==> src/rtl/simple_sync_fifo_pkg.sv <==
// Shared defaults and sizing helpers for simple_sync_fifo.
package simple_sync_fifo_pkg;

  localparam int DEF_DATA_WIDTH = 32;
  localparam int DEF_FIFO_DEPTH = 16;

  // Extra MSB on each pointer is the wrap bit that separates full from empty.
  function automatic int ptr_width(input int depth);
    return $clog2(depth) + 1;
  endfunction

  function automatic bit is_pow2(input int depth);
    return (depth >= 2) && ((depth & (depth - 1)) == 0);
  endfunction

endpackage

==> src/rtl/simple_sync_fifo_mem.sv <==
// Storage for simple_sync_fifo: synchronous write port and registered read port.
module simple_sync_fifo_mem #(
  parameter int DATA_WIDTH = 32,
  parameter int FIFO_DEPTH = 16,
  parameter int ADDR_WIDTH = $clog2(FIFO_DEPTH)
) (
  input  logic                  clk,
  input  logic                  reset,
  input  logic                  we,
  input  logic [ADDR_WIDTH-1:0] waddr,
  input  logic [DATA_WIDTH-1:0] wdata,
  input  logic                  re,
  input  logic [ADDR_WIDTH-1:0] raddr,
  output logic [DATA_WIDTH-1:0] rdata
);

  logic [DATA_WIDTH-1:0] mem [FIFO_DEPTH];

  // Array deliberately has no reset; only the output register is cleared.
  always_ff @(posedge clk) begin
    if (we) begin
      mem[waddr] <= wdata;
    end
  end

  always_ff @(posedge clk or negedge reset) begin
    if (!reset) begin
      rdata <= '0;
    end else if (re) begin
      rdata <= mem[raddr];
    end
  end

endmodule

==> src/rtl/simple_sync_fifo.sv <==
// Single-clock FIFO with registered read data and full/empty flags.
// Optional overflow/underflow pulses enabled by defining SIMPLE_SYNC_FIFO_ERR_EN.
module simple_sync_fifo
  import simple_sync_fifo_pkg::*;
#(
  parameter int DATA_WIDTH = DEF_DATA_WIDTH,
  parameter int FIFO_DEPTH = DEF_FIFO_DEPTH
) (
  input  logic                  clk,
  input  logic                  reset,
  input  logic                  push,
  input  logic [DATA_WIDTH-1:0] wr_data,
  input  logic                  pop,
  output logic [DATA_WIDTH-1:0] rd_data,
  output logic                  fifo_full,
`ifdef SIMPLE_SYNC_FIFO_ERR_EN
  output logic                  overflow,
  output logic                  underflow,
`endif
  output logic                  fifo_empty
);

  localparam int PW = ptr_width(FIFO_DEPTH);
  localparam int AW = PW - 1;
  localparam logic [PW-1:0] PTR_ONE = {{(PW-1){1'b0}}, 1'b1};

  if (!is_pow2(FIFO_DEPTH)) begin : g_bad_depth
    $error("simple_sync_fifo: FIFO_DEPTH must be a power of two >= 2");
  end
  if (DATA_WIDTH < 1) begin : g_bad_width
    $error("simple_sync_fifo: DATA_WIDTH must be >= 1");
  end

  logic [PW-1:0] wr_ptr;
  logic [PW-1:0] rd_ptr;
  logic          push_ok;
  logic          pop_ok;

  assign fifo_empty = (wr_ptr == rd_ptr);
  assign fifo_full  = (wr_ptr[AW-1:0] == rd_ptr[AW-1:0]) && (wr_ptr[AW] != rd_ptr[AW]);

  // Acceptance looks only at registered flags, so a pop cannot make room
  // for a push in the same cycle, nor a push feed a pop.
  assign push_ok = push && !fifo_full;
  assign pop_ok  = pop && !fifo_empty;

  always_ff @(posedge clk or negedge reset) begin
    if (!reset) begin
      wr_ptr <= '0;
      rd_ptr <= '0;
    end else begin
      if (push_ok) begin
        wr_ptr <= wr_ptr + PTR_ONE;
      end
      if (pop_ok) begin
        rd_ptr <= rd_ptr + PTR_ONE;
      end
    end
  end

  simple_sync_fifo_mem #(
    .DATA_WIDTH (DATA_WIDTH),
    .FIFO_DEPTH (FIFO_DEPTH),
    .ADDR_WIDTH (AW)
  ) u_mem (
    .clk   (clk),
    .reset (reset),
    .we    (push_ok),
    .waddr (wr_ptr[AW-1:0]),
    .wdata (wr_data),
    .re    (pop_ok),
    .raddr (rd_ptr[AW-1:0]),
    .rdata (rd_data)
  );

`ifdef SIMPLE_SYNC_FIFO_ERR_EN
  always_ff @(posedge clk or negedge reset) begin
    if (!reset) begin
      overflow  <= 1'b0;
      underflow <= 1'b0;
    end else begin
      overflow  <= push && fifo_full;
      underflow <= pop && fifo_empty;
    end
  end
`endif

endmodule

==> config.mk <==
export PLATFORM = sky130hd
export DESIGN_NAME = simple_sync_fifo
export DESIGN_NICKNAME = d
export VERILOG_FILES = /design/src/rtl/simple_sync_fifo_pkg.sv /design/src/rtl/simple_sync_fifo_mem.sv /design/src/rtl/simple_sync_fifo.sv
export SDC_FILE = /design/constraint.sdc
export NUM_CORES = 1
export LEC_CHECK = 0
export BUFFER_PORTS_ARGS = -buffer_cell sky130_fd_sc_hd__clkbuf_2
export CAP_MARGIN = 40
export CORE_AREA = 2 2 183 185
export CTS_CLUSTER_DIAMETER = 120
export DETAILED_ROUTE_END_ITERATION = 8
export DIE_AREA = 0 0 185 187
export GPL_ROUTABILITY_DRIVEN = 1
export PLACE_DENSITY = 0.88
export SYNTH_ARGS = -nofsm -noshare
export SYNTH_HDL_FRONTEND = slang
export SYNTH_SLANG_ARGS = --single-unit
==> constraint.sdc <==
create_clock -name clk -period 6.4 [get_ports clk]
set_clock_uncertainty 0.15 [all_clocks]
set_input_delay 0.96 -clock clk [delete_from_list [all_inputs] [get_ports clk]]
set_output_delay 0.96 -clock clk [all_outputs]
set_load 0.02 [all_outputs]
==> results of run 1 <==
[final cells by class]
type	instances	area [sq um]	area share
clock inverters	22	245	0.0102
clock buffers	73	1480	0.0618
flip-flops and latches	554	16400	0.686
diodes	1	2.50	0.000104
inverters	3	11.3	0.000470
repair buffers	96	876	0.0365
multi-input cells	314	4360	0.182
well taps	448	561	0.0234
[power by group through the flow]
| stage | registers [uW] | clock network [uW] | logic (uW) |
|---|---|---|---|
| after floorplan | 4760 | 0 | 2100 |
| after global placement | 4760 | 0 | 2750 |
| after detailed placement | 4740 | 0 | 3090 |
| after CTS | 4690 | 3130 | 3180 |
| after global routing | 4720 | 3250 | 3350 |
| final | 4690 | 3110 | 3150 |
[routing by layer]
layer	vias to the layer above	GRT usage
li1	4087	-
met1	5429	0.390
met2	635	0.469
met3	129	0.0483
met4	0	0.106
met5	-	0
[registers in the layout, summed over array words and instances (netlist names)]
| name | flops |
|---|---|
| rd_ptr | 5 |
| u_mem.mem | 512 |
| u_mem.rdata | 32 |
| wr_ptr | 5 |
[per-stage QoR]
stage / total power, uW / hold WS (ns) / util / instance area, sq um
after CTS: 11000 / 0.358 / 0.729 / 24000
after detailed placement: 7820 / 0.345 / 0.677 / 22200
after floorplan: 6860 / 0.352 / - / 21000
after global routing: 11300 / 0.370 / 0.729 / 24000
final: 11000 / 0.350 / 0.729 / 24000
after global placement: 7510 / 0.338 / 0.663 / 21800
[path summary, 6_finish.rpt]
kind                                        startpoint                           to  cells after the start
max in group asynchronous                        reset        rd_ptr[0]$_DFFE_PN0P_                      2
min reg2reg                u_mem.rdata[22]$_DFFE_PN0P_  u_mem.rdata[22]$_DFFE_PN0P_                      1
min                        u_mem.rdata[22]$_DFFE_PN0P_  u_mem.rdata[22]$_DFFE_PN0P_                      1
max reg2reg                      rd_ptr[2]$_DFFE_PN0P_   u_mem.mem[15][6]$_DFFE_PP_                      5
min in group asynchronous                        reset  u_mem.rdata[29]$_DFFE_PN0P_                      2
max                              rd_ptr[2]$_DFFE_PN0P_                    fifo_full                      4
[cells in the mapped netlist, drive strengths merged]
| cell type | number | area, sq um |
|---|---|---|
| nor2b | 6 | 37.5 |
| o21ai | 1 | 8.76 |
| o21a | 1 | 7.51 |
| o2111ai | 1 | 8.76 |
| and2 | 2 | 12.5 |
| a22oi | 64 | 480 |
| buf | 24 | 186 |
| and3 | 15 | 93.8 |
| xor2 | 1 | 8.76 |
| nand4 | 1 | 12.5 |
| nor3 | 1 | 5.00 |
| edfxtp | 512 | 15400 |
| o211ai | 5 | 37.5 |
| clkbuf | 27 | 101 |
| mux4 | 128 | 2880 |
| nand2 | 32 | 120 |
| mux2 | 34 | 383 |
| xnor2 | 13 | 114 |
| inv | 3 | 11.3 |
| ha | 5 | 62.6 |
| nor2 | 4 | 15.0 |
| dfrtp | 42 | 1050 |
[cells by family (layout without fill, tap and decap cells)]
family | count (synthesis) | in the layout | share of synthesized area
and+or+nand+nor | 61 | 61 | 0.0141
DFF | 554 | 554 | 0.782
AOI/OAI and AO/OA | 72 | 72 | 0.0258
muxes | 162 | 162 | 0.155
xor gates and xnor gates | 14 | 14 | 0.00583
buffers and inverters | 54 | 194 | 0.0142
other | 0 | 1 | 0
adders and majority gates | 5 | 5 | 0.00298
==> key figures, run 1 <==
Outcome
  – Run status: finished, final reports clean

Pwr
  – P_sw: 3280 uW
  – Cell Int Power: 7680 uW
  – PD cells: 457 nW/um^2
  – Clock Power Share: 0.284
  – Peak supply drop: 572 uV
  – Sw frac: 0.299
  – Static Leak: 0.00794 uW
  – Sequential power share: 0.428
  – Comb pwr share: 0.288

Yosys
  – Sequential share of the synthesized area: 0.782
  – Syn Inst Count: 922
  – #FFs+latches synth: 554
  – Total number of yosys warnings: 0
  – Synth Cell Area: 21,000 sq um
  – Mapped Nets: 963
  – Cell variety after synth: 26
  – Synth Area per Inst: 22.8 sq um

Place
  – Setup WS pre-CTS: 3.16 ns
  – Placed insts: 1,415
  – GP Congestion: 0.755
  – DP Wirelength: 25,200 microns
  – Port bufs: 69

Finish
  – Nets: 1,061
  – Fraction of layout cells with a size suffix above 1: 0.339
  – Syn-to-layout area delta: 14.0%
  – Finished Layout Cells: 1,511
  – Commonest cells after routing, fill and taps aside: 512 x edfxtp_1, 128 x mux4_2, 69 x clkbuf_2, 64 x a22oi_1, 53 x clkbuf_16
  – Most common cell after layout, fill and taps aside: edfxtp_1
  – Filler Cells Inserted: 1,735

Floorplanning
  – Core ar.: 32,900 sq um
  – Die H: 187 microns
  – Width of the die: 185 microns
  – Initial core utilization: 0.640
  – Die area: 34,600 sq um
  – # rows: 67
  – IO Count: 70

CTS
  – Clock Path Buffers: 3
  – Post-CTS setup buffer count: 0
  – CTS root buf: clkbuf_16
  – Hold-fix buffers, CTS: 0
  – H-tree depth: 2
  – Inserted Clock Buffers: 51
  – Clk sinks: 554
  – Post-cts resize count: 0
  – Clock latency on the worst-skew pair: 0.56 ns
  – Clock transition at path regs: 0.07 ns
  – CTS tree: yes

Global route
  – Overall global routing resource usage: 0.284
  – Initial antenna violation count: 0
  – Largest net degree at the start of global routing: 132
  – Total gr overflow: 0
  – Number of global-route vias before repair: 10,700
  – First-pass GRT wire length: 70,000 microns

Detailed routing
  – Drc violations: 0
  – Routed Antenna Nets: 0
  – Metal3 WL: 3720 microns
  – Vias per cell: 6.80
  – Vias: 10,280
  – Top layer in use: met4
  – DR pass1 iterations: 7
  – WL final: 47,500 microns
  – Met2 routed WL: 24,600 microns
  – Wirelength per Cell: 31.4 microns
  – Number of DRC markers in iteration 0: 1,354
  – Metal-1 WL: 17,300 microns

Setup path
  – Cell with the largest stage delay on the worst path: dfrtp_4
  – CP required: 5.29 ns
  – CP bufs+invs: 1
  – Cell breakdown of the critical path: xnor2_1 -> nand4_2 -> nor2_1 -> clkbuf_2
  – Crit. End Element: primary output
  – Critical path data arrival time: 2.50 ns
  – Critical Path Fanout Max: 17
  – Slack of the worst reg-to-reg path: 3.08 ns
  – Setup CP Type: reg2out
  – CP Launch Type: register
  – Cell family with most CP delay: simple AND/OR/NAND/NOR gates
  – CP max stage delay: 0.61 ns

STA
  – Unrepaired setup endpoints after global routing: false
  – Hold Vio Cnt, Final: 0
  – Peak Freq: 0.277 GHz
  – Final Max Slew Viols: 0
  – Setup TNS: 0 ns
  – Crit path time final: 3.61 ns
  – # setup viols final: 0
  – Setup ws final: 2.79 ns
  – Fin crit share: 0.564
  – Worst-margin pin slew: 1.06 ns
  – Slew headroom: 0.291

Min path
  – Hold WC Path Type: reg2reg

Run
  – Max Cap Viol: 0
(Power assumes the default switching activity.)
==> run 2, diff against run 1 <==
Settings changed: CORE_AREA 2 2 183 185 to 2 2 189 191, DIE_AREA 0 0 185 187 to 0 0 191 193, PLACE_DENSITY 0.88 to 0.84.
Clock period 6.4 ns to 3.7 ns, I/O delays scaled along.
==> run 2 against run 1 <==
  * Sequential share of layout area is 0.072 points higher
  * Total power increased by 73%
  * Worst setup slack worse by 2.0 ns
  * First-iteration DRC count shrank 1.6%
  * Cell count up 1.7%
  * Cell area shrank 0.10%
==> key figures, run 2 (synthesis results as in run 1) <==
Setup path
  – Critical path data arrival time: 2.25 ns (-0.25 ns)
  – Crit. End Element: primary output
  – Cell breakdown of the critical path: xnor2_1 -> nand4_2 -> nor2_1 -> clkbuf_2
  – CP required: 2.99 ns (-2.30 ns)
  – Cell with the largest stage delay on the worst path: dfrtp_1
  – Cell family with most CP delay: simple AND/OR/NAND/NOR gates
  – CP max stage delay: 0.51 ns (-0.10 ns)
  – CP Launch Type: register
  – Setup CP Type: reg2out
  – CP bufs+invs: 1 (unchanged)
  – Critical Path Fanout Max: 10 (-7)

Floorplanning
  – Die area: 36,900 sq um (+6.6%)
  – Width of the die: 191 microns (+3.2%)
  – Initial core utilization: 0.601 (-0.0385)
  – # rows: 69 (+3.0%)
  – IO Count: 70 (unchanged)
  – Core ar.: 35,000 sq um (+6.4%)
  – Die H: 193 microns (+3.2%)

Min path
  – Hold WC Path Type: in2reg

Pwr
  – Static Leak: 0.00794 uW (about the same)
  – PD cells: 791 nW/um^2 (+73%)
  – Clock Power Share: 0.290 (+0.006)
  – Comb pwr share: 0.283 (-0.005)
  – Peak supply drop: 605 uV (+5.8%)
  – Cell Int Power: 13,300 uW (+73%)
  – Sw frac: 0.297 (-0.00229)
  – P_sw: 5620 uW (+71%)
  – Sequential power share: 0.426 (-0.002)

Detailed routing
  – Vias per cell: 6.76 (-0.68%)
  – Vias: 10,379 (+0.96%)
  – Wirelength per Cell: 30.0 microns (-4.6%)
  – Routed Antenna Nets: 0 (unchanged)
  – Number of DRC markers in iteration 0: 1,332 (-1.6%)
  – DR pass1 iterations: 7 (unchanged)
  – WL final: 46,100 microns (-3.0%)
  – Drc violations: 0 (unchanged)

Finish
  – Commonest cells after routing, fill and taps aside: 512 x edfxtp_1, 128 x mux4_2, 69 x clkbuf_2, 64 x a22oi_1, 55 x clkbuf_16
  – Register area: 16,400 sq um (unchanged)
  – Biggest regs: u_mem.mem (512), u_mem.rdata (32)
  – Filler Cells Inserted: 2,014 (+16%)
  – Layout Utilization: 0.685 (-0.0446)
  – Nets: 1,071 (+0.94%)
  – Multi-input gate area: 4360 sq um (+0.17%)
  – Fraction of layout cells with a size suffix above 1: 0.340 (+0.000552)
  – Syn-to-layout area delta: 13.9%
  – Ant. Diodes: 0 (-1)
  – Most common cell after layout, fill and taps aside: edfxtp_1
  – Max reg flops: 512 (unchanged)
  – Largest Register: u_mem.mem

Global route
  – First-pass GRT wire length: 68,200 microns (-2.6%)
  – Initial antenna violation count: 0 (unchanged)
  – Total gr overflow: 0 (unchanged)
  – Overall global routing resource usage: 0.259 (-0.0249)
  – Number of global-route vias before repair: 10,468 (-2.2%)
  – Largest net degree at the start of global routing: 132 (unchanged)

Place
  – Port bufs: 69 (unchanged)
  – DP Wirelength: 23,800 microns (-5.5%)
  – GP Congestion: 0.762 (+1.0%)

Outcome
  – Run status: finished, final reports clean

STA
  – Hold Vio Cnt, Final: 0 (unchanged)
  – Crit path time final: 2.96 ns
  – Fin crit share: 0.800
  – # setup viols final: 0 (unchanged)
  – Slew headroom: 0.469 (+0.178)
  – Peak Freq: 0.338 GHz
  – Final Max Slew Viols: 0 (unchanged)
  – Setup TNS: 0 ns (unchanged)
  – Worst-margin pin slew: 0.797 ns (-0.267 ns)
  – Unrepaired setup endpoints after global routing: false

CTS
  – Clk sinks: 554 (unchanged)
  – Clock latency on the worst-skew pair: 0.59 ns (+0.03 ns)
  – Clock Path Buffers: 3 (unchanged)
  – Hold-fix buffers, CTS: 1 (+1)
  – Inserted Clock Buffers: 53 (+3.9%)
  – Clock transition at path regs: 0.06 ns (about the same)
  – Post-CTS setup buffer count: 0 (unchanged)
  – H-tree depth: 2 (unchanged)
  – CTS root buf: clkbuf_16
  – CTS tree: yes
  – Post-cts resize count: 0 (unchanged)

Run
  – Max Cap Viol: 0 (unchanged)
[run 2: stage by stage]
stage	hold WS (ns)	instances	area [sq um]	total power (uW)	worst slack [ns]
after floorplan	0.109	922	21000	11900	0.593
after global placement	0.339	1433	22100	13200	0.996
after detailed placement	0.344	1435	22200	13400	0.931
after CTS	0.168	1536	23900	19000	0.714
after global routing	0.203	1536	23900	19600	0.621
final	0.184	1536	23900	18900	0.742
[run 2: path summary, 6_finish.rpt]
path	cells after the start	from	endpoint	slack (ns)
max in group asynchronous	4	reset	u_mem.rdata[11]$_DFFE_PN0P_	2.32
max	4	rd_ptr[3]$_DFFE_PN0P_	fifo_empty	0.74
max reg2reg	5	rd_ptr[3]$_DFFE_PN0P_	u_mem.mem[0][25]$_DFFE_PP_	0.92
min reg2reg	1	u_mem.rdata[25]$_DFFE_PN0P_	u_mem.rdata[25]$_DFFE_PN0P_	0.35
min in group asynchronous	2	reset	u_mem.rdata[29]$_DFFE_PN0P_	0.29
min	3	pop	rd_ptr[2]$_DFFE_PN0P_	0.18
[run 2: power by group through the flow]
stage / combinational (uW) / clock [uW] / sequential [uW]
4_1_cts: 5420 / 5540 / 8060
3_3_place_gp: 5130 / 0 / 8110
2_1_floorplan: 3630 / 0 / 8230
5_1_grt: 5740 / 5790 / 8120
3_5_place_dp: 5290 / 0 / 8160
6_report: 5360 / 5500 / 8070
[run 2: worst register-to-register path: cells and delay by family (launching register included)]
kind / cells / cell delay, ns
flip-flops: 1 / 0.56
buffers and inverters: 1 / 0.28
AO/OA/AOI/OAI: 1 / 0.42
XOR/XNOR: 1 / 0.15
AND/OR/NAND/NOR: 2 / 0.92
[run 2: area by class of cell]
class / count / share of cell area
well taps: 461 / 0.0241
inverters: 3 / 0.000470
multi-input cells: 314 / 0.182
clock buffers: 78 / 0.0628
repair buffers: 104 / 0.0328
flip-flops and latches: 554 / 0.686
clock inverters: 22 / 0.0112
[run 2: layer usage]
layer / up-vias / track usage / share of wire
li1: 4105 / - / -
met1: 5483 / 0.358 / 0.38
met2: 661 / 0.417 / 0.50
met3: 130 / 0.0509 / 0.087
met4: 0 / 0.103 / 0.036
met5: - / 0 / 0
==> run 3, diff against run 2 <==
Settings changed: CORE_AREA 2 2 189 191 to 2 2 199 201, DIE_AREA 0 0 191 193 to 0 0 201 203, PLACE_DENSITY 0.84 to 0.8.
Clock period 3.7 ns to 2.66 ns, I/O delays scaled along.
==> run 3 against run 2 <==
  * Cell area is 1.2% higher
  * First-iteration DRC count is 14% lower
  * Register-to-register slack worse by 0.69 ns
  * Via count is 2.2% lower
  * Die area is 11% higher
  * Total power is 38% higher
  * Sequential power is 39% higher
  * Clock-buffer cell count is 7 lower
  * Global-route usage is 2.7 points lower
  * Core utilization is 5.5 points lower
  * Sequential share of layout area is 0.84 points lower
  * Largest power group unchanged
==> key figures, run 3 (synthesis results as in run 1) <==
STA
  – Unrepaired setup endpoints after global routing: false
  – Final Max Slew Viols: 0 (unchanged)
  – Worst-margin pin slew: 0.815 ns (+0.0176 ns)
  – Hold Vio Cnt, Final: 0 (unchanged)
  – Crit path time final: 2.58 ns
  – # setup viols final: 0 (unchanged)
  – Setup ws final: 0.0833 ns (-0.658 ns)
  – Fin crit share: 0.969
  – Peak Freq: 0.388 GHz
  – Slew headroom: 0.457 (-0.0117)

Setup path
  – R2r endpoint: u_mem.rdata[21]$_DFFE_PN0P_
  – CP Launch Type: register
  – Slack of the worst reg-to-reg path: 0.23 ns (-0.69 ns)
  – Cell breakdown of the critical path: xnor2_2 -> nand4_2 -> buf_4 -> nor2_1 -> clkbuf_2
  – Reg2Reg Depth: 5 (unchanged)
  – Critical Path Fanout Max: 8 (-2)
  – Crit. End Element: primary output
  – Critical path data arrival time: 2.03 ns (-0.22 ns)
  – CP Capture Point: fifo_empty
  – Setup CP Type: reg2out
  – Worst r2r src: rd_ptr[0]$_DFFE_PN0P_
  – Crit path from: rd_ptr[0]$_DFFE_PN0P_
  – Cell with the largest stage delay on the worst path: dfrtp_4
  – CP required: 2.11 ns (-0.88 ns)
  – CP max stage delay: 0.57 ns (+0.06 ns)

Finish
  – Biggest regs: u_mem.mem (512), u_mem.rdata (32)
  – Register area: 16,400 sq um (about the same)
  – Syn-to-layout area delta: 15.3%
  – Most common cell after layout, fill and taps aside: edfxtp_1
  – Multi-input gate area: 4380 sq um (+0.40%)
  – Fin area: 24,200 sq um (+1.2%)
  – Filler Cells Inserted: 2,468 (+23%)
  – Finished Layout Cells: 1,616 (+5.2%)
  – Nets: 1,096 (+2.3%)
  – Fraction of layout cells with a size suffix above 1: 0.356 (+0.0160)
  – Largest Register: u_mem.mem
  – Max reg flops: 512 (unchanged)
  – Commonest cells after routing, fill and taps aside: 512 x edfxtp_1, 128 x mux4_2, 69 x clkbuf_2, 64 x a22oi_1, 54 x clkbuf_16
  – Layout Utilization: 0.630 (-0.0546)

Global route
  – Initial antenna violation count: 1 (+1)
  – Number of global-route vias before repair: 10,492 (+0.23%)
  – Overall global routing resource usage: 0.232 (-0.0269)
  – Total gr overflow: 0 (unchanged)
  – Largest net degree at the start of global routing: 86 (-35%)
  – First-pass GRT wire length: 68,500 microns (+0.51%)

Pwr
  – Static Leak: 0.00806 uW (+1.5%)
  – P_sw: 7770 uW (+38%)
  – Peak supply drop: 752 uV (+24%)
  – Clock Power Share: 0.274 (-0.016)
  – Cell Int Power: 18,400 uW (+38%)
  – Sequential power share: 0.429 (+0.003)
  – Comb pwr share: 0.297 (+0.014)
  – PD cells: 1080 nW/um^2 (+36%)
  – Sw frac: 0.297 (about the same)
  – Overall Power: 26,200 uW (+38%)

CTS
  – Inserted Clock Buffers: 53 (unchanged)
  – CTS root buf: clkbuf_16
  – Clock Path Buffers: 3 (unchanged)
  – CTS tree: yes
  – Clk sinks: 554 (unchanged)
  – H-tree depth: 2 (unchanged)
  – Clock latency on the worst-skew pair: 0.57 ns (-0.02 ns)
  – Clock transition at path regs: 0.06 ns (about the same)

Floorplanning
  – Width of the die: 201 microns (+5.2%)
  – IO Count: 70 (unchanged)
  – Die H: 203 microns (+5.2%)
  – Core ar.: 38,500 sq um (+10%)
  – Initial core utilization: 0.546 (-0.0547)
  – Die area: 40,800 sq um (+11%)
  – # rows: 72 (+4.3%)

Place
  – DP Wirelength: 25,000 microns (+4.8%)
  – Setup WS pre-CTS: 0.254 ns (-0.677 ns)
  – Port bufs: 69 (unchanged)
  – Area post-placement: 22,500 sq um (+1.8%)
  – GP Congestion: 0.778 (+2.1%)
  – Placed insts: 1,516 (+5.6%)

Detailed routing
  – Number of DRC markers in iteration 0: 1,152 (-14%)
  – Vias per cell: 6.28 (-7.0%)
  – Routed Antenna Nets: 0 (unchanged)
  – Drc violations: 0 (unchanged)
  – DR pass1 iterations: 5 (-2)
  – Vias: 10,151 (-2.2%)
  – Wirelength per Cell: 28.6 microns (-4.5%)
  – WL final: 46,300 microns (+0.44%)

Outcome
  – Run status: finished, final reports clean

Run
  – Max Cap Viol: 0 (unchanged)

Min path
  – Hold WC Path Type: in2reg
run 3: cell types whose count changed in the layout (fill, tap and decap cells not counted), sizes merged, moves of 2 or more:
| cell | delta |
|---|---|
| inv | -2 |
| clkinv | +8 |
| buf | +24 |
| bufinv | -3 |
| clkbuf | -7 |
run 3: area by class of cell:
type | instances | share of cell area
inverter | 3 | 0.000465
timing repair buffer | 129 | 0.0459
antenna | 1 | 0.000103
tap | 518 | 0.0267
multi-input combinational | 314 | 0.181
clock inverter | 26 | 0.00883
clock buffer | 71 | 0.0592
sequential | 554 | 0.678
run 3: metal layers:
| metal | part of all wire | GRT usage | vias up |
|---|---|---|---|
| li1 | - | - | 4159 |
| met1 | 0.38 | 0.308 | 5383 |
| met2 | 0.52 | 0.396 | 516 |
| met3 | 0.074 | 0.0441 | 93 |
| met4 | 0.025 | 0.0696 | 0 |
| met5 | 0 | 0 | - |
run 3: critical path, delay by kind of cell (launching register included):
family	cells	cell delay, ns
DFF	1	0.57
xor gates and xnor gates	1	0.20
and+or+nand+nor	2	0.29
buffers and inverters	2	0.40
run 3: power by group through the flow:
stage / registers (uW) / clock network, uW / logic, uW
2_1_floorplan: 11400 / 0 / 5050
3_3_place_gp: 11300 / 0 / 7510
3_5_place_dp: 11400 / 0 / 7750
4_1_cts: 11200 / 7250 / 7860
5_1_grt: 11300 / 7610 / 8280
6_report: 11200 / 7160 / 7770
run 3: worst min path at each step:
stage / startpoint / to / slack, ns / cells past startpoint
floorplan: reset / rd_ptr[0]$_DFFE_PN0P_ / -0.05 / 0
global placement: u_mem.rdata[26]$_DFFE_PN0P_ / u_mem.rdata[26]$_DFFE_PN0P_ / 0.34 / 1
detailed placement: u_mem.rdata[13]$_DFFE_PN0P_ / u_mem.rdata[13]$_DFFE_PN0P_ / 0.34 / 1
CTS: pop / rd_ptr[3]$_DFFE_PN0P_ / 0.02 / 3
global route: pop / rd_ptr[3]$_DFFE_PN0P_ / 0.05 / 3
finish: pop / rd_ptr[3]$_DFFE_PN0P_ / 0.04 / 3
run 3: repair_timing:
action / 4_1_cts / 5_1_grt
pin swaps: 0 / 0
resized for setup: 2 / 2
hold buffers: 2 / 0
setup endpoints to repair: 2 / 1
hold endpoints to repair: 17 / 0
setup buffers: 0 / 0
gates cloned: 0 / 0
run 3: stage by stage:
stage                     TNS [ns]  hold WS (ns)
after detailed placement         0         0.342
after global placement           0         0.339
final                            0        0.0369
after CTS                        0        0.0197
after floorplan             -36.61       -0.0466
after global routing             0        0.0490
